--- src/rtl/mem_ctrl_arb.sv ---
// rtl/mem_ctrl_arb.sv - two-port round-robin byte-serial memory controller
// Data (load/store) and fetch ports share one byte-wide RAM bus; reads are pipelined by RD_LAT.
module mem_ctrl_arb #(
  parameter int ADDR_WIDTH = 32,
  parameter int DATA_BYTES = 4,
  parameter int RD_LAT     = 1
) (
  input  logic                    clk,
  input  logic                    rst,
  input  logic                    d_req,
  input  logic                    d_we,
  input  logic [1:0]              d_size,
  input  logic                    d_signed,
  input  logic [ADDR_WIDTH-1:0]   d_addr,
  input  logic [8*DATA_BYTES-1:0] d_wdata,
  output logic [8*DATA_BYTES-1:0] d_rdata,
  output logic                    d_done,
  input  logic                    i_req,
  input  logic [ADDR_WIDTH-1:0]   i_addr,
  output logic [8*DATA_BYTES-1:0] i_inst,
  output logic                    i_done,
  input  logic [7:0]              mem_din,
  output logic [7:0]              mem_dout,
  output logic [ADDR_WIDTH-1:0]   mem_a,
  output logic                    mem_wr,
  output logic                    busy
);

  localparam int DW = 8 * DATA_BYTES;
  localparam int CW = 4;
  localparam logic [CW-1:0] RL = CW'(RD_LAT);
  localparam logic [CW-1:0] NW = CW'(DATA_BYTES);
  localparam logic [ADDR_WIDTH-1:0] A_ONE = ADDR_WIDTH'(1);

  typedef enum logic [1:0] {IDLE, WRITE, READ, FETCH} state_t;

  state_t          state;
  logic            last_inst;
  logic [CW-1:0]   cnt;
  logic [CW-1:0]   n_bytes;
  logic            sgn;
  logic [DW-1:0]   wbuf;
  logic [DW-1:0]   rbuf;

  logic            pick_d;
  logic [CW-1:0]   d_n;
  logic [CW-1:0]   cap_idx;
  logic [CW-1:0]   last_idx;
  logic [DW-1:0]   rd_word;
  logic [DW-1:0]   rd_ext;

  // The final byte is merged straight from mem_din so the result is ready on the done edge.
  always_comb begin
    pick_d = d_req && (!i_req || last_inst);
    case (d_size)
      2'd0:    d_n = CW'(1);
      2'd1:    d_n = CW'(2);
      default: d_n = NW;
    endcase
    cap_idx  = cnt - RL;
    last_idx = n_bytes - CW'(1);
    rd_word  = rbuf;
    rd_word[8*last_idx +: 8] = mem_din;
    rd_ext = rd_word;
    for (int b = 0; b < DATA_BYTES; b++) begin
      if (CW'(b) >= n_bytes && sgn && mem_din[7]) rd_ext[8*b +: 8] = 8'hFF;
    end
  end

  always_ff @(posedge clk or posedge rst) begin
    if (rst) begin
      state     <= IDLE;
      last_inst <= 1'b1;
      cnt       <= '0;
      n_bytes   <= '0;
      sgn       <= 1'b0;
      wbuf      <= '0;
      rbuf      <= '0;
      d_rdata   <= '0;
      i_inst    <= '0;
      d_done    <= 1'b0;
      i_done    <= 1'b0;
      mem_dout  <= '0;
      mem_a     <= '0;
      mem_wr    <= 1'b0;
      busy      <= 1'b0;
    end else begin
      d_done <= 1'b0;
      i_done <= 1'b0;
      case (state)
        IDLE: begin
          cnt  <= '0;
          rbuf <= '0;
          if (pick_d) begin
            last_inst <= 1'b0;
            busy      <= 1'b1;
            mem_a     <= d_addr;
            n_bytes   <= d_n;
            sgn       <= d_signed;
            if (d_we) begin
              state    <= WRITE;
              mem_wr   <= 1'b1;
              mem_dout <= d_wdata[7:0];
              wbuf     <= d_wdata >> 8;
            end else begin
              state <= READ;
            end
          end else if (i_req) begin
            last_inst <= 1'b1;
            busy      <= 1'b1;
            mem_a     <= i_addr;
            n_bytes   <= NW;
            sgn       <= 1'b0;
            state     <= FETCH;
          end
        end
        WRITE: begin
          if (cnt == last_idx) begin
            mem_wr <= 1'b0;
            d_done <= 1'b1;
            busy   <= 1'b0;
            state  <= IDLE;
          end else begin
            cnt      <= cnt + CW'(1);
            mem_a    <= mem_a + A_ONE;
            mem_dout <= wbuf[7:0];
            wbuf     <= wbuf >> 8;
          end
        end
        default: begin
          // cnt counts cycles since the first address; byte j lands RL cycles after address j.
          if (cnt < last_idx) mem_a <= mem_a + A_ONE;
          if (cnt >= RL) rbuf[8*cap_idx +: 8] <= mem_din;
          if (cnt == last_idx + RL) begin
            busy  <= 1'b0;
            state <= IDLE;
            if (state == READ) begin
              d_done  <= 1'b1;
              d_rdata <= rd_ext;
            end else begin
              i_done <= 1'b1;
              i_inst <= rd_word;
            end
          end else begin
            cnt <= cnt + CW'(1);
          end
        end
      endcase
    end
  end

endmodule
--- config.mk ---
export PLATFORM = sky130hd
export DESIGN_NAME = mem_ctrl_arb
export DESIGN_NICKNAME = d
export VERILOG_FILES = /design/src/rtl/mem_ctrl_arb.sv
export SDC_FILE = /design/constraint.sdc
export NUM_CORES = 1
export LEC_CHECK = 0
export CORE_AREA = 2 2 139 141
export DETAILED_ROUTE_END_ITERATION = 6
export DIE_AREA = 0 0 141 143
export GPL_TIMING_DRIVEN = 0
export PLACE_DENSITY = 0.81
export SLEW_MARGIN = 20
export SYNTH_ARGS = -nofsm -noshare
export SYNTH_HDL_FRONTEND = slang
export SYNTH_SLANG_ARGS = --single-unit
--- constraint.sdc ---
create_clock -name clk -period 6.7 [get_ports clk]
set_clock_uncertainty 0.05 [all_clocks]
set_input_delay 1.34 -clock clk [delete_from_list [all_inputs] [get_ports clk]]
set_output_delay 1.34 -clock clk [all_outputs]
set_load 0.005 [all_outputs]
==> metrics list <==
- Async SR Flop Fraction: 100%
* Number of nets in the synthesized netlist: 1,025
- Detailed routing placed a total of 12.8 mm of wire on met2.
- CTS saw 175 sinks.
- Vias/cell: 5.98
* Startpoint type of the worst setup path: flop
- For hold timing, the worst endpoint is mem_dout[7]$_DFFE_PP0P_.
* Crit-path slowest cell: dfrtp_1
- Type of the worst setup path: reg2reg
- For this run the aggregate overflow at the end of global routing stands at 0.
- The via count of the first global-routing pass is 8,250.
- The endpoint identified for the worst register-to-register timing path is i_inst[8]$_DFFE_PP0P_.
* Total Nets Final: 1,263
- Headroom to the max-slew limit came out at 42.6%.
* Largest buffer count on any clock path: 2
* Half-perimeter wire length after placement: 19.2 mm
- Synth area leaders: dfrtp_1 (47%), mux2i_1 (7.7%), mux2_2 (3.6%)
- PortBufs: 218
* # setup viols final: 0
- In the final routing, the length of wire on met1 measures 11.1 mm.
- Layout cell share with drive strength beyond 1: 8.12%
* Starting density of the core: 49.5%
* Number of clock buffers inserted by TritonCTS: 17
* Number of placement rows: 50
- Final clock period utilization by the worst path: 57.7%
- Across every metal layer, demand over resource in global routing totals 27.0%.
- Pre-antenna DRT Iters: 6
* Cell chosen for the clock root: clkbuf_16
- The number of max-slew violations in the final report came to 0.
* Post-synthesis share of cell area spent on full adders, half adders and majority gates: 2.45%
- The worst hold path was traced through 2 stages.
* Amount of wire on met3 after detailed routing: 2.14 mm
- Worst hold-check path type: reg2reg
* Arrival time at the worst endpoint: 4130 ps
* Die area: 20,200 sq um
* Number of synthesis warnings: 0
- Start point of the worst min-delay path: mem_dout[7]$_DFFE_PP0P_
- The synthesized netlist devotes 18.8% of its cell area to compound gates.
- Largest stage delay on the critical path: 390 ps
* Reg2reg start: n_bytes[0]$_DFFE_PP0P_
- Main combinational cell family by area after synthesis: compound AO/OA/AOI/OAI gates
- TritonCTS built the clock tree.
- Mean routed wirelength per cell: 19.4 microns
- Residual DRC count: 0
* Final antenna-violating net count: 0
* VDD IR-drop max: 0.317 mV
* Post-layout power: 6.22 mW
- Portion of netlist area occupied by mux cells: 12.3%
- Biggest fanout along the worst timing path: 10
* Setup repair after global routing missed its margin: no
* Xor and xnor fraction of the mapped netlist area: 1.13%
- The number of hold buffers added after CTS was 0.
- The area growth from synthesis to layout is 33.5%.
- In this run the top signal layer used is met4.
- The run finished with clean final reports.
* Gates resized, CTS repair: 0
- Summing the sequential cell areas from Yosys gives 47.6% of the chip area.
* Die Span X: 141 microns
- Counting flops with a built-in enable in the synthesized netlist gives 0.
* Diode insertion count for antenna repair: 0
- For the pin with the worst max-slew slack, the measured transition is 855 ps.
* Maxcap violations: 0
- In the layout the commonest cells are clkdlybuf4s50_1 (218), dfrtp_1 (174), nand2_1 (87).
* Via Count: 8,253
- Sequence of cells on the critical path: buf_2, inv_1, ha_1, ha_1, nand3_1, ha_1, nor2b_1, buf_2, nor4bb_1, clkbuf_1, buf_2, o21ai_0, mux2_1
- After Yosys synthesis, and, or, nand and nor cells account for 12.7% of the synthesized area.
- Cell count of the worst reg-to-reg path: 13
- Synth Register Bits: 175
- The first global-routing pass estimated 43.1 mm of wire.
- After technology mapping, the gate count stands at 895.
* DR iter-0 viols: 813
- Setup total negative slack on the finished layout was measured at 0 ps.
* CTS clock-pin slew for the worst setup and hold paths: 60 ps
- Final Routed Wirelength: 26.7 mm
* Final hold vios: 0
* Cell accounting for the most synthesized area: dfrtp_1
- Type of element capturing the critical path: flop
- At the end of routability-driven placement, the weighted congestion stood at 0.924.
- Crit path time final: 3860 ps
- In this run the cell area of the synthesized design comes to 9200 sq um.
- Clock network latency to the later pin of the worst-skew pair: 440 ps
* Required time at the worst-slack endpoint: 6970 ps
- The average instance in the mapped netlist occupies 10.3 sq um.
* Post-CTS Repair Setup Buffers: 0
- Top-area cell type share of the netlist area: 47.3%
- Total power density per cell area: 507 nW/um^2
- Counting distinct cell types in the post-synthesis netlist gives 75.
* Reg-to-reg setup timing slack: 2840 ps
- The analysis attributes to cell leakage a power of 5.36 nW.
- The core region is 18,600 sq um.
- Entering global routing, the biggest net connects 96 pins.
- Most frequently used flop master after synthesis: dfrtp_1
* Achievable clock frequency: 0.259 GHz
- Most common cell after layout, fill and taps aside: clkdlybuf4s50_1
* Number of antenna violations at the first check in global routing: 0
* Number of H-tree branching levels: 4
- Count of boundary I/O pins: 220
- Vertical die dimension: 143 microns
[metrics by stage]
step / std cells / util, % / hold WS, ps / worst slack [ps] / cell area, sq um
after floorplan: 895 / - / 399 / 566 / 9200
after global placement: 1347 / 62.8 / 411 / -1810 / 11700
after detailed placement: 1348 / 63.0 / 420 / 2780 / 11700
after CTS: 1379 / 66.0 / 437 / 2960 / 12300
after global routing: 1379 / 66.1 / 463 / 2710 / 12300
final: 1379 / 66.1 / 432 / 2840 / 12300
[where the power goes]
group | internal [mW] | switching, mW
clock | 0.541 | 0.415
combinational | 1.58 | 1.85
sequential | 1.50 | 0.343
[cell families after synthesis]
| kind of cell | count (synthesis) |
|---|---|
| adder cells (fa/ha/maj) | 18 |
| buffers and inverters | 112 |
| flip-flops | 175 |
| AO/OA/AOI/OAI | 244 |
| XOR/XNOR | 11 |
| AND/OR/NAND/NOR | 227 |
| multiplexers | 108 |
[sequential cells by signal (all words and copies together), names as in the netlist]
signal	cells
d_done	1
mem_wr	1
n_bytes	3
mem_dout	8
i_inst	32
state	2
i_done	1
last_inst	1
wbuf	24
sgn	1
mem_a	32
d_rdata	32
busy	1
cnt	4
rbuf	32
[critical path, delay by kind of cell, from the launching register on]
family	cells	cell delay, ps
fa+ha+maj	3	960
mux	1	320
simple gates	3	610
compound gates	1	170
buf+inv	5	1240
flops	1	390
[layer usage]
| metal | global-route usage, % | vias up |
|---|---|---|
| li1 | - | 3755 |
| met1 | 36.1 | 4008 |
| met2 | 43.4 | 427 |
| met3 | 6.04 | 63 |
| met4 | 10.2 | 0 |
| met5 | 0 | - |
[cell usage after synthesis, types with 5 or more instances]
cell type  number
a211oi_1       13
a21oi_1        32
a22o_1         34
a2bb2oi_1      13
a31oi_1        13
and3_1         17
and4_1          5
buf_2          13
clkbuf_1       38
dfrtp_1       174
ha_1           18
inv_1          52
mux2_1          8
mux2_2         29
mux2i_1        71
nand2_1        87
nand2b_1        5
nand3_1        25
nand4_1        13
nor2_1         38
nor3_1         11
o21ai_0        61
o22a_1         19
o22ai_1        11
o32a_1          8
xnor2_1         8
[worst max path at each step]
stage                                      start  cells after the start  slack (ps)                    end
after detailed placement                   i_req                      8        2780   mem_a[1]$_DFFE_PP0P_
after global placement                       rst                      2       -1810   wbuf[23]$_DFFE_PP0P_
final                     n_bytes[0]$_DFFE_PP0P_                     13        2840  i_inst[8]$_DFFE_PP0P_
after global routing      n_bytes[0]$_DFFE_PP0P_                     13        2710  i_inst[8]$_DFFE_PP0P_
after CTS                 n_bytes[0]$_DFFE_PP0P_                     13        2960  i_inst[8]$_DFFE_PP0P_
after floorplan                              rst                      1         570       busy$_DFFE_PP0P_
[cell type report]
cell class                      count  area, sq um
Multi-Input combinational cell    608         4370
Fill cell                        1453         6300
Tap cell                          234          293
Sequential cell                   175         4380
Clock buffer                       23          478
Inverter                           53          206
Clock inverter                      8         82.6
Timing Repair Buffer              219         2210
Buffer                             59          259
No activity file was read; power rests on OpenSTA's default activity.
